`src/rtl/sev_seg_pkg.sv`:
```
// Shared constants for the seven-segment scan driver: active-low glyph table
// (bit6 = g ... bit0 = a) and a width helper.
package sev_seg_pkg;

  localparam logic [6:0] SEG_BLANK = 7'b1111111;

  localparam logic [6:0] SEG_CODES [16] = '{
    7'b1000000, 7'b1111001, 7'b0100100, 7'b0110000,
    7'b0011001, 7'b0010010, 7'b0000010, 7'b1111000,
    7'b0000000, 7'b0010000, 7'b0001000, 7'b0000011,
    7'b1000110, 7'b0100001, 7'b0000110, 7'b0001110
  };

  // ceil(log2(n)), but never below 1 so single-entry counters still get a bit
  function automatic int clog2_min1(input int n);
    int w;
    w = 1;
    while ((1 << w) < n) w = w + 1;
    return w;
  endfunction

endpackage

```
`src/rtl/sev_seg_hex_lut.sv`:
```
// Hex nibble to active-low seven-segment pattern; every input has a code.
module sev_seg_hex_lut
  import sev_seg_pkg::*;
(
  input  logic [3:0] nib,
  output logic [6:0] seg
);

  assign seg = SEG_CODES[nib];

endmodule

```
`src/rtl/sev_seg_scan_driver.sv`:
```
// Time-multiplexed common-anode seven-segment driver with shadow load,
// per-digit blanking, decimal points and leading-zero blanking.
module sev_seg_scan_driver
  import sev_seg_pkg::*;
#(
  parameter int NUM_DIGITS     = 4,
  parameter int CLK_DIV        = 50000,
  parameter bit SEG_ACTIVE_LOW = 1'b1,
  parameter bit AN_ACTIVE_LOW  = 1'b1
) (
  input  logic                                  clk,
  input  logic                                  rst_n,
  input  logic [4*NUM_DIGITS-1:0]               digits_in,
  input  logic [NUM_DIGITS-1:0]                 dp_in,
  input  logic [NUM_DIGITS-1:0]                 digit_en,
  input  logic                                  lzb_en,
  input  logic                                  load,
  output logic [6:0]                            seg,
  output logic                                  dp,
  output logic [NUM_DIGITS-1:0]                 an,
  output logic [clog2_min1(NUM_DIGITS)-1:0]     scan_idx
);

  localparam int IDX_W = clog2_min1(NUM_DIGITS);
  localparam int PW    = clog2_min1(CLK_DIV);
  localparam logic [PW-1:0]    PRE_MAX = PW'(CLK_DIV - 1);
  localparam logic [IDX_W-1:0] IDX_MAX = IDX_W'(NUM_DIGITS - 1);

  logic [PW-1:0]                presc_q, presc_d;
  logic [IDX_W-1:0]             idx_q, idx_d;
  logic [NUM_DIGITS-1:0][3:0]   dig_q, dig_d;
  logic [NUM_DIGITS-1:0]        dp_sh_q, dp_sh_d;
  logic [NUM_DIGITS-1:0]        en_sh_q, en_sh_d;
  logic                         lzb_q, lzb_d;
  logic [6:0]                   seg_q, seg_d;
  logic                         dp_q, dp_d;
  logic [NUM_DIGITS-1:0]        an_q, an_d;
  logic [IDX_W-1:0]             sidx_q, sidx_d;

  logic                         tick;
  logic [3:0]                   cur_nib;
  logic [6:0]                   cur_code;
  logic [NUM_DIGITS-1:0]        lz_blank;
  logic                         zero_run;
  logic                         blank;

  assign cur_nib = dig_q[idx_q];

  sev_seg_hex_lut u_lut (
    .nib (cur_nib),
    .seg (cur_code)
  );

  always_comb begin
    tick    = (presc_q == PRE_MAX);
    presc_d = tick ? '0 : presc_q + 1'b1;
    idx_d   = idx_q;
    if (tick) idx_d = (idx_q == IDX_MAX) ? '0 : idx_q + 1'b1;

    dig_d   = dig_q;
    dp_sh_d = dp_sh_q;
    en_sh_d = en_sh_q;
    lzb_d   = lzb_q;
    if (load) begin
      dig_d   = digits_in;
      dp_sh_d = dp_in;
      en_sh_d = digit_en;
      lzb_d   = lzb_en;
    end
  end

  // Walk down from the MSD; a digit is a leading zero while every nibble
  // from it upward is zero. Digit 0 is always shown.
  always_comb begin
    zero_run = 1'b1;
    lz_blank = '0;
    for (int i = NUM_DIGITS - 1; i >= 1; i--) begin
      zero_run    = zero_run & (dig_q[i] == 4'd0);
      lz_blank[i] = lzb_q & zero_run;
    end
  end

  always_comb begin
    blank  = !en_sh_q[idx_q] || lz_blank[idx_q];
    seg_d  = blank ? SEG_BLANK : cur_code;
    dp_d   = !(dp_sh_q[idx_q] && !blank);
    an_d   = '1;
    if (!blank) an_d[idx_q] = 1'b0;
    sidx_d = idx_q;
  end

  always_ff @(posedge clk) begin
    if (!rst_n) begin
      presc_q <= '0;
      idx_q   <= '0;
      dig_q   <= '0;
      dp_sh_q <= '0;
      en_sh_q <= '0;
      lzb_q   <= 1'b0;
      seg_q   <= SEG_BLANK;
      dp_q    <= 1'b1;
      an_q    <= '1;
      sidx_q  <= '0;
    end else begin
      presc_q <= presc_d;
      idx_q   <= idx_d;
      dig_q   <= dig_d;
      dp_sh_q <= dp_sh_d;
      en_sh_q <= en_sh_d;
      lzb_q   <= lzb_d;
      seg_q   <= seg_d;
      dp_q    <= dp_d;
      an_q    <= an_d;
      sidx_q  <= sidx_d;
    end
  end

  // Registers hold active-low values; polarity options only flip the pins.
  assign seg      = SEG_ACTIVE_LOW ? seg_q : ~seg_q;
  assign dp       = SEG_ACTIVE_LOW ? dp_q  : ~dp_q;
  assign an       = AN_ACTIVE_LOW  ? an_q  : ~an_q;
  assign scan_idx = sidx_q;

endmodule

```
`config.mk`:
```
export PLATFORM = sky130hd
export DESIGN_NAME = sev_seg_scan_driver
export DESIGN_NICKNAME = d
export VERILOG_FILES = /design/src/rtl/sev_seg_pkg.sv /design/src/rtl/sev_seg_hex_lut.sv /design/src/rtl/sev_seg_scan_driver.sv
export SDC_FILE = /design/constraint.sdc
export NUM_CORES = 1
export LEC_CHECK = 0
export CORE_ASPECT_RATIO = 0.7
export CORE_UTILIZATION = 35
export DETAILED_ROUTE_END_ITERATION = 10
export PLACE_DENSITY_LB_ADDON = 0.15
export SLEW_MARGIN = 20
export SYNTH_ARGS = -nofsm -noshare
export SYNTH_HDL_FRONTEND = slang
export SYNTH_SLANG_ARGS = --single-unit
```
`constraint.sdc`:
```
create_clock -name clk -period 3.8 [get_ports clk]
set_clock_uncertainty 0.15 [all_clocks]
set_input_delay 0.76 -clock clk [delete_from_list [all_inputs] [get_ports clk]]
set_output_delay 0.76 -clock clk [all_outputs]
set_load 0.01 [all_outputs]
```
After elaboration in Yosys (flattened, before gate mapping) --
Memory sizes are Yosys's and may differ from the RTL's. A register that Yosys moved wholly into a read port is not among the register bits. Index checks and enable logic that the tools add are counted.
Storage, ports and cells: register bits 50, memory bits (read-only) 112, input port bits 28, output and inout bits 14, logic and storage cells 49, memories kept 1
Memory list:
- (no name shown) | words 16, bits a word 7, read ports 1, clocked after Yosys merged registers in 1, wr ports 0, line sev_seg_hex_lut.sv:9 | assign seg = SEG_CODES[nib];
Cells by class: $add $sub $neg 2, $lt $le $gt $ge 2, equal/unequal tests 2, mux-type cells 11, bitwise operators 8, reduce and logical (&&, ||, !) cells 11
Operators with widths (number):
- 16-bit by 1-bit adder with 16-bit output, second input constant | 1
- 16-bit == test, second input constant | 1
- 4-bit logical NOT | 3
- 4-bit binary-select mux with 2-bit select | 1
- 1-bit binary-select mux with 2-bit select | 3
- 1-bit AND | 5
- 4-bit inverter with 5-bit output | 1
- 1-bit two-way mux | 4
- 4-bit two-way mux | 1
- 4-bit inverter | 1
- 2-bit OR reduction | 2
- 1-bit logical NOT | 3
- 2-bit by 3-bit less-than comparator with 1-bit output, second input constant | 1
- 2-bit by 1-bit adder with 2-bit output, second input constant | 1
- 1-bit demux with 2-bit select | 1
- 2-bit == test, second input constant | 1
- 2-bit by 1-bit greater-or-equal comparator with 1-bit output, second input constant | 1
- 1-bit logical AND | 2
- 2-bit two-way mux | 1
- 1-bit logical OR | 1
- 1-bit inverter | 1

Logic depth before layout (Yosys ltp) --
depth after elaboration 10, depth in mapped cells 8

By module --
From an unflattened synthesis, not the netlist that was laid out.
Second synthesis, totals: cell total of the unflattened synthesis 254, area, all modules 2587.5 sq um
By module, submodules not included:
- sev_seg_scan_driver | times used 1, cells each 221, area an instance 2318.5 sq um, sequential area each 1141.1 sq um
- sev_seg_hex_lut | times used 1, cells each 33, area an instance 269.0 sq um, sequential area each 0.0 sq um

Worst setup path before layout --
No wires, ideal clock.
kind reg2reg, start register idx_q[0], end register seg_q[1] (netlist: seg[1]), library setup time 0.121 ns, arrival time 1.765 ns, required time 3.529 ns, setup slack 1.763 ns, cell stages (with the launch flop) 8, path buffers 1, period minus slack after synthesis 2.037 ns, path through dfxtp_1 -> buf_6 -> mux4_2 -> inv_1 -> ha_1 -> nor2_1 -> a211o_1 -> nand3_1
Between the ends: cells in the longest elaborated chain, start to end 5
Ends and longest elaborated chain:
- start, declared | line sev_seg_scan_driver.sv:30 | logic [IDX_W-1:0] idx_q, idx_d;
- start signal, assigned | line sev_seg_scan_driver.sv:106 | idx_q <= idx_d;
- 1-bit binary-select mux with 2-bit select | line sev_seg_scan_driver.sv:84 | blank = !en_sh_q[idx_q] || lz_blank[idx_q];
- 1-bit two-way mux (implied by the code) | line sev_seg_scan_driver.sv:84
- 1-bit logical NOT | line sev_seg_scan_driver.sv:84
- 1-bit logical OR | line sev_seg_scan_driver.sv:84
- 2-bit OR reduction (no source line)
- end, declared | line sev_seg_scan_driver.sv:35 | logic [6:0] seg_q, seg_d;
Parallel ways exist; a longest one is shown, timed or not. The select of a mux whose other input is x is not followed. A chain may end at the register's enable or synchronous reset.

Worst setup path after layout --
start register idx_q[0], end register seg_q[6] (netlist: seg[6])
Same word-level chain as after synthesis.

==> flow_summary.html <==
<table>
<tr><th>Metric</th><th>Value</th></tr>
<tr><th colspan="2">Global routing</th></tr>
<tr><td>Global route overflow</td><td>0</td></tr>
<tr><td>Antenna violations before repair</td><td>0</td></tr>
<tr><td>Global-route wire length before repair</td><td>8.376 mm</td></tr>
<tr><td>Number of global-route vias before repair</td><td>1,659</td></tr>
<tr><td>Gr usage total</td><td>14.58%</td></tr>
<tr><td>Largest net degree at the start of global routing</td><td>34</td></tr>
<tr><th colspan="2">Layout</th></tr>
<tr><td>Commonest non-fill, non-tap cell in the layout</td><td>sky130_fd_sc_hd__dfxtp_1</td></tr>
<tr><td>Antenna Diode Count</td><td>0</td></tr>
<tr><td>Count of fill cells added during filler insertion</td><td>678</td></tr>
<tr><td>Final Cell Area</td><td>0.003238 mm2</td></tr>
<tr><td>Ratio of cells with drive above 1 in the final layout</td><td>9.333%</td></tr>
<tr><td>Final layout net count</td><td>334</td></tr>
<tr><td>Commonest cells after routing, fill and taps aside</td><td>sky130_fd_sc_hd__dfxtp_1, sky130_fd_sc_hd__clkdlybuf4s50_1, sky130_fd_sc_hd__mux2i_1</td></tr>
<tr><td>Synth-to-Final Area Change</td><td>24.84%</td></tr>
<tr><th colspan="2">Die</th></tr>
<tr><td>Core Area</td><td>0.006944 mm2</td></tr>
<tr><td>Die span in y</td><td>74.03 um</td></tr>
<tr><td>Starting density of the core</td><td>37.35%</td></tr>
<tr><td>I/O pin cnt</td><td>42</td></tr>
<tr><td>Die width</td><td>104.9 um</td></tr>
<tr><td>Row cnt</td><td>25</td></tr>
<tr><td>Area of the die</td><td>0.007764 mm2</td></tr>
<tr><th colspan="2">Detailed routing</th></tr>
<tr><td>Starting DRT DRC Count</td><td>51</td></tr>
<tr><td>Final routed wire length divided by cell count</td><td>13.30 um</td></tr>
<tr><td>Number of detailed-routing iterations run before antenna repair</td><td>4</td></tr>
<tr><td>Via density</td><td>4.660</td></tr>
<tr><td>Detailed-route via count</td><td>1,836</td></tr>
<tr><td>Post-detailed-route DRC marker count</td><td>0</td></tr>
<tr><td>Total Wirelength</td><td>5.241 mm</td></tr>
<tr><td>Number of nets with antenna violations after detailed routing</td><td>0</td></tr>
<tr><th colspan="2">Setup path</th></tr>
<tr><td>Crit-path cells</td><td>mux2_2 -&gt; mux2i_1 -&gt; nand2b_1 -&gt; o221ai_1</td></tr>
<tr><td>Slowest Stage Delay on Critical Path</td><td>0.74 ns</td></tr>
<tr><td>Internal reg-to-reg setup slack</td><td>1.29 ns</td></tr>
<tr><td>RR Startpoint</td><td>idx_q[0]$_SDFFE_PN0P_</td></tr>
<tr><td>Worst Path Arrival</td><td>2.61 ns</td></tr>
<tr><td>Req. time, crit path</td><td>3.90 ns</td></tr>
<tr><td>Worst Path Class, Setup</td><td>reg2reg</td></tr>
<tr><td>Biggest fanout along the worst timing path</td><td>14</td></tr>
<tr><td>Max stage delay cell, worst path</td><td>sky130_fd_sc_hd__dfxtp_1</td></tr>
<tr><td>Kind of capture point of the worst setup path</td><td>register</td></tr>
<tr><td>CP Launch Type</td><td>register</td></tr>
<tr><td>Worst flop-to-flop path endpoint</td><td>seg[6]$_SDFF_PP1_</td></tr>
<tr><td>Register-to-Register Path Depth</td><td>4</td></tr>
<tr><th colspan="2">Place</th></tr>
<tr><td>Final weighted congestion in routability-driven placement</td><td>0.7710</td></tr>
<tr><td>Dpl hpwl</td><td>3.618 mm</td></tr>
<tr><td>Cell area after placement</td><td>0.003064 mm2</td></tr>
<tr><td>Port Buffers</td><td>41</td></tr>
<tr><th colspan="2">CTS</th></tr>
<tr><td>Clock net sink count</td><td>57</td></tr>
<tr><td>H-Tree Level Count</td><td>3</td></tr>
<tr><td>Buffer levels on the longest clock path</td><td>2</td></tr>
<tr><td>Worst-path clk slew</td><td>0.06 ns</td></tr>
<tr><td>Clock latency on the worst-skew pair</td><td>0.35 ns</td></tr>
<tr><td>Number of hold buffers added after CTS</td><td>0</td></tr>
<tr><td>Clock tree root buffer cell</td><td>sky130_fd_sc_hd__clkbuf_8</td></tr>
<tr><td>Post-CTS repair timing setup buffer count</td><td>0</td></tr>
<tr><td>CTS Buf Count</td><td>9</td></tr>
<tr><td>Count of instances resized after the clock tree is built</td><td>0</td></tr>
<tr><td>TritonCTS clock tree</td><td>yes</td></tr>
<tr><th colspan="2">STA</th></tr>
<tr><td>Worst slew slack as a fraction of its limit</td><td>43.07%</td></tr>
<tr><td>Max frequency</td><td>398.2 MHz</td></tr>
<tr><td>Unrepaired setup endpoints after global routing</td><td>false</td></tr>
<tr><td>Final slew viol count</td><td>0</td></tr>
<tr><td>Actual transition at the worst max-transition pin</td><td>0.8302 ns</td></tr>
<tr><td>Final count of negative-setup-slack endpoints</td><td>0</td></tr>
<tr><td>Share of the clock period used by the worst path</td><td>66.09%</td></tr>
<tr><td>Setup tns final</td><td>0 ns</td></tr>
<tr><td>Minimum clock period after layout</td><td>2.511 ns</td></tr>
<tr><td>Final hold violations</td><td>0</td></tr>
<tr><th colspan="2">Yosys</th></tr>
<tr><td>Warnings from Yosys</td><td>0</td></tr>
<tr><td>Share of synthesized flip-flops with an asynchronous set or reset</td><td>0%</td></tr>
<tr><td>Count of state elements after synthesis</td><td>57</td></tr>
<tr><td>Leading post-synthesis cells by cell area</td><td>sky130_fd_sc_hd__dfxtp_1, sky130_fd_sc_hd__mux2i_1, sky130_fd_sc_hd__nor2b_1, sky130_fd_sc_hd__ha_1, sky130_fd_sc_hd__mux4_2</td></tr>
<tr><td>Count of mapped cells out of synthesis</td><td>253</td></tr>
<tr><td>Mapped Area</td><td>0.002594 mm2</td></tr>
<tr><td>Primary FF master, synth</td><td>sky130_fd_sc_hd__dfxtp_1</td></tr>
<tr><td>Number of enable flip-flop cells after synthesis</td><td>0</td></tr>
<tr><td>Cell type with the largest total area after synthesis</td><td>sky130_fd_sc_hd__dfxtp_1</td></tr>
<tr><td>Top-area cell type share of the netlist area</td><td>43.99%</td></tr>
<tr><td>Syn avg cell area</td><td>10.25 um2</td></tr>
<tr><td>Share of synthesized area occupied by flip-flops and latches</td><td>43.99%</td></tr>
<tr><td>Syn_nets</td><td>292</td></tr>
<tr><td>Count of different cell masters after synthesis</td><td>42</td></tr>
<tr><th colspan="2">Worst hold path</th></tr>
<tr><td>Critical hold path startpoint</td><td>presc_q[0]$_SDFF_PP0_</td></tr>
<tr><td>End point of the worst hold path</td><td>presc_q[0]$_SDFF_PP0_</td></tr>
<tr><td>Hold depth</td><td>1</td></tr>
<tr><td>Kind of path behind the tightest hold check</td><td>reg2reg</td></tr>
<tr><th colspan="2">Run status</th></tr>
<tr><td>Status</td><td>finished clean</td></tr>
<tr><th colspan="2">Power</th></tr>
<tr><td>Ratio of total power to cell area</td><td>389.5 mW/mm2</td></tr>
<tr><td>Leakage power of the design</td><td>1.254 nW</td></tr>
<tr><td>Worst voltage drop across the vdd grid</td><td>136.0 uV</td></tr>
<tr><th colspan="2">Flow run</th></tr>
<tr><td>Max-cap violations</td><td>0</td></tr>
</table>
-- kinds of logic after synthesis --
family / Yosys count / share of synthesized area (%)
simple gates: 97 / 20.07
flops: 57 / 43.99
mux: 38 / 16.98
buf+inv: 18 / 3.666
compound gates: 17 / 4.921
xor+xnor: 15 / 5.065
fa+ha+maj: 11 / 5.306
-- layer usage --
metal / share of wire (%) / global-route usage (%) / vias up
met2: 36 / 19.28 / 50
met1: 57 / 20.31 / 818
met5: 0 / 0 / -
met3: 4.8 / 5.784 / 11
met4: 2.1 / 7.512 / 0
li1: - / - / 957
-- layout make-up --
class	count	area, um2	share of cell area (%)
repair buffers	43	425.4	13.14
clock inverters	3	15.01	0.4637
multi-input cells	178	1358	41.92
well taps	94	117.6	3.632
inverters	6	22.52	0.6955
clock buffers	13	158.9	4.907
flip-flops and latches	57	1141	35.24
-- worst max-delay path: cells and delay by family (launching register included) --
family	cells	cell delay [ns]
AOI/OAI and AO/OA	1	0.21
muxes	2	1.11
and+or+nand+nor	1	0.21
DFF	1	0.74
-- per-stage QoR --
step	worst slack, ns	util [%]	instances	hold slack [ns]	total power [mW]
6_report	1.289	46.63	394	0.3001	1.261
5_1_grt	1.009	46.63	394	0.3214	1.323
4_1_cts	1.252	46.63	394	0.2970	1.285
3_5_place_dp	1.112	44.13	378	0.2853	0.7714
3_3_place_gp	1.124	44.13	378	0.2846	0.7711
2_1_floorplan	1.763	-	253	0.2676	0.7195
-- how the worst max path moves through the flow --
stage	end	start	cells past startpoint	slack, ns
floorplan	seg[1]$_SDFF_PP1_	idx_q[0]$_SDFFE_PN0P_	7	1.76
global placement	seg[5]$_SDFF_PP1_	rst_n	5	1.12
detailed placement	seg[6]$_SDFF_PP1_	rst_n	5	1.11
CTS	seg[6]$_SDFF_PP1_	idx_q[0]$_SDFFE_PN0P_	4	1.25
global route	seg[5]$_SDFF_PP1_	idx_q[0]$_SDFFE_PN0P_	4	1.01
finish	seg[6]$_SDFF_PP1_	idx_q[0]$_SDFFE_PN0P_	4	1.29
-- cell usage after synthesis, types with 3 or more instances --
master and instances:
sky130_fd_sc_hd__nand4_1 5, sky130_fd_sc_hd__nand3_1 7, sky130_fd_sc_hd__a21oi_1 4, sky130_fd_sc_hd__nand2_1 16
sky130_fd_sc_hd__clkbuf_1 4, sky130_fd_sc_hd__ha_1 11, sky130_fd_sc_hd__xnor2_1 5, sky130_fd_sc_hd__dfxtp_1 57
sky130_fd_sc_hd__buf_2 4, sky130_fd_sc_hd__o221ai_1 3, sky130_fd_sc_hd__o211ai_1 3, sky130_fd_sc_hd__inv_1 5
sky130_fd_sc_hd__mux4_2 4, sky130_fd_sc_hd__nor2_1 22, sky130_fd_sc_hd__and2_1 3, sky130_fd_sc_hd__xor2_1 10
sky130_fd_sc_hd__mux2i_1 30, sky130_fd_sc_hd__nor3_1 3, sky130_fd_sc_hd__nor2b_1 26
-- where the power goes --
| group | internal (mW) | switching [mW] | total, mW |
|---|---|---|---|
| Sequential | 0.620 | 0.0144 | 0.634 |
| Clock | 0.269 | 0.234 | 0.503 |
| Combinational | 0.0703 | 0.0534 | 0.124 |
| Total | 0.959 | 0.302 | 1.26 |
-- state kept, by name (all words and copies together) (netlist names) --
register and flops:
seg 7, lzb_q 1, an 4, dp 1
idx_q 2, dp_sh_q 4, scan_idx 2, en_sh_q 4
dig_q 16, presc_q 16
(Power assumes the default switching activity.)
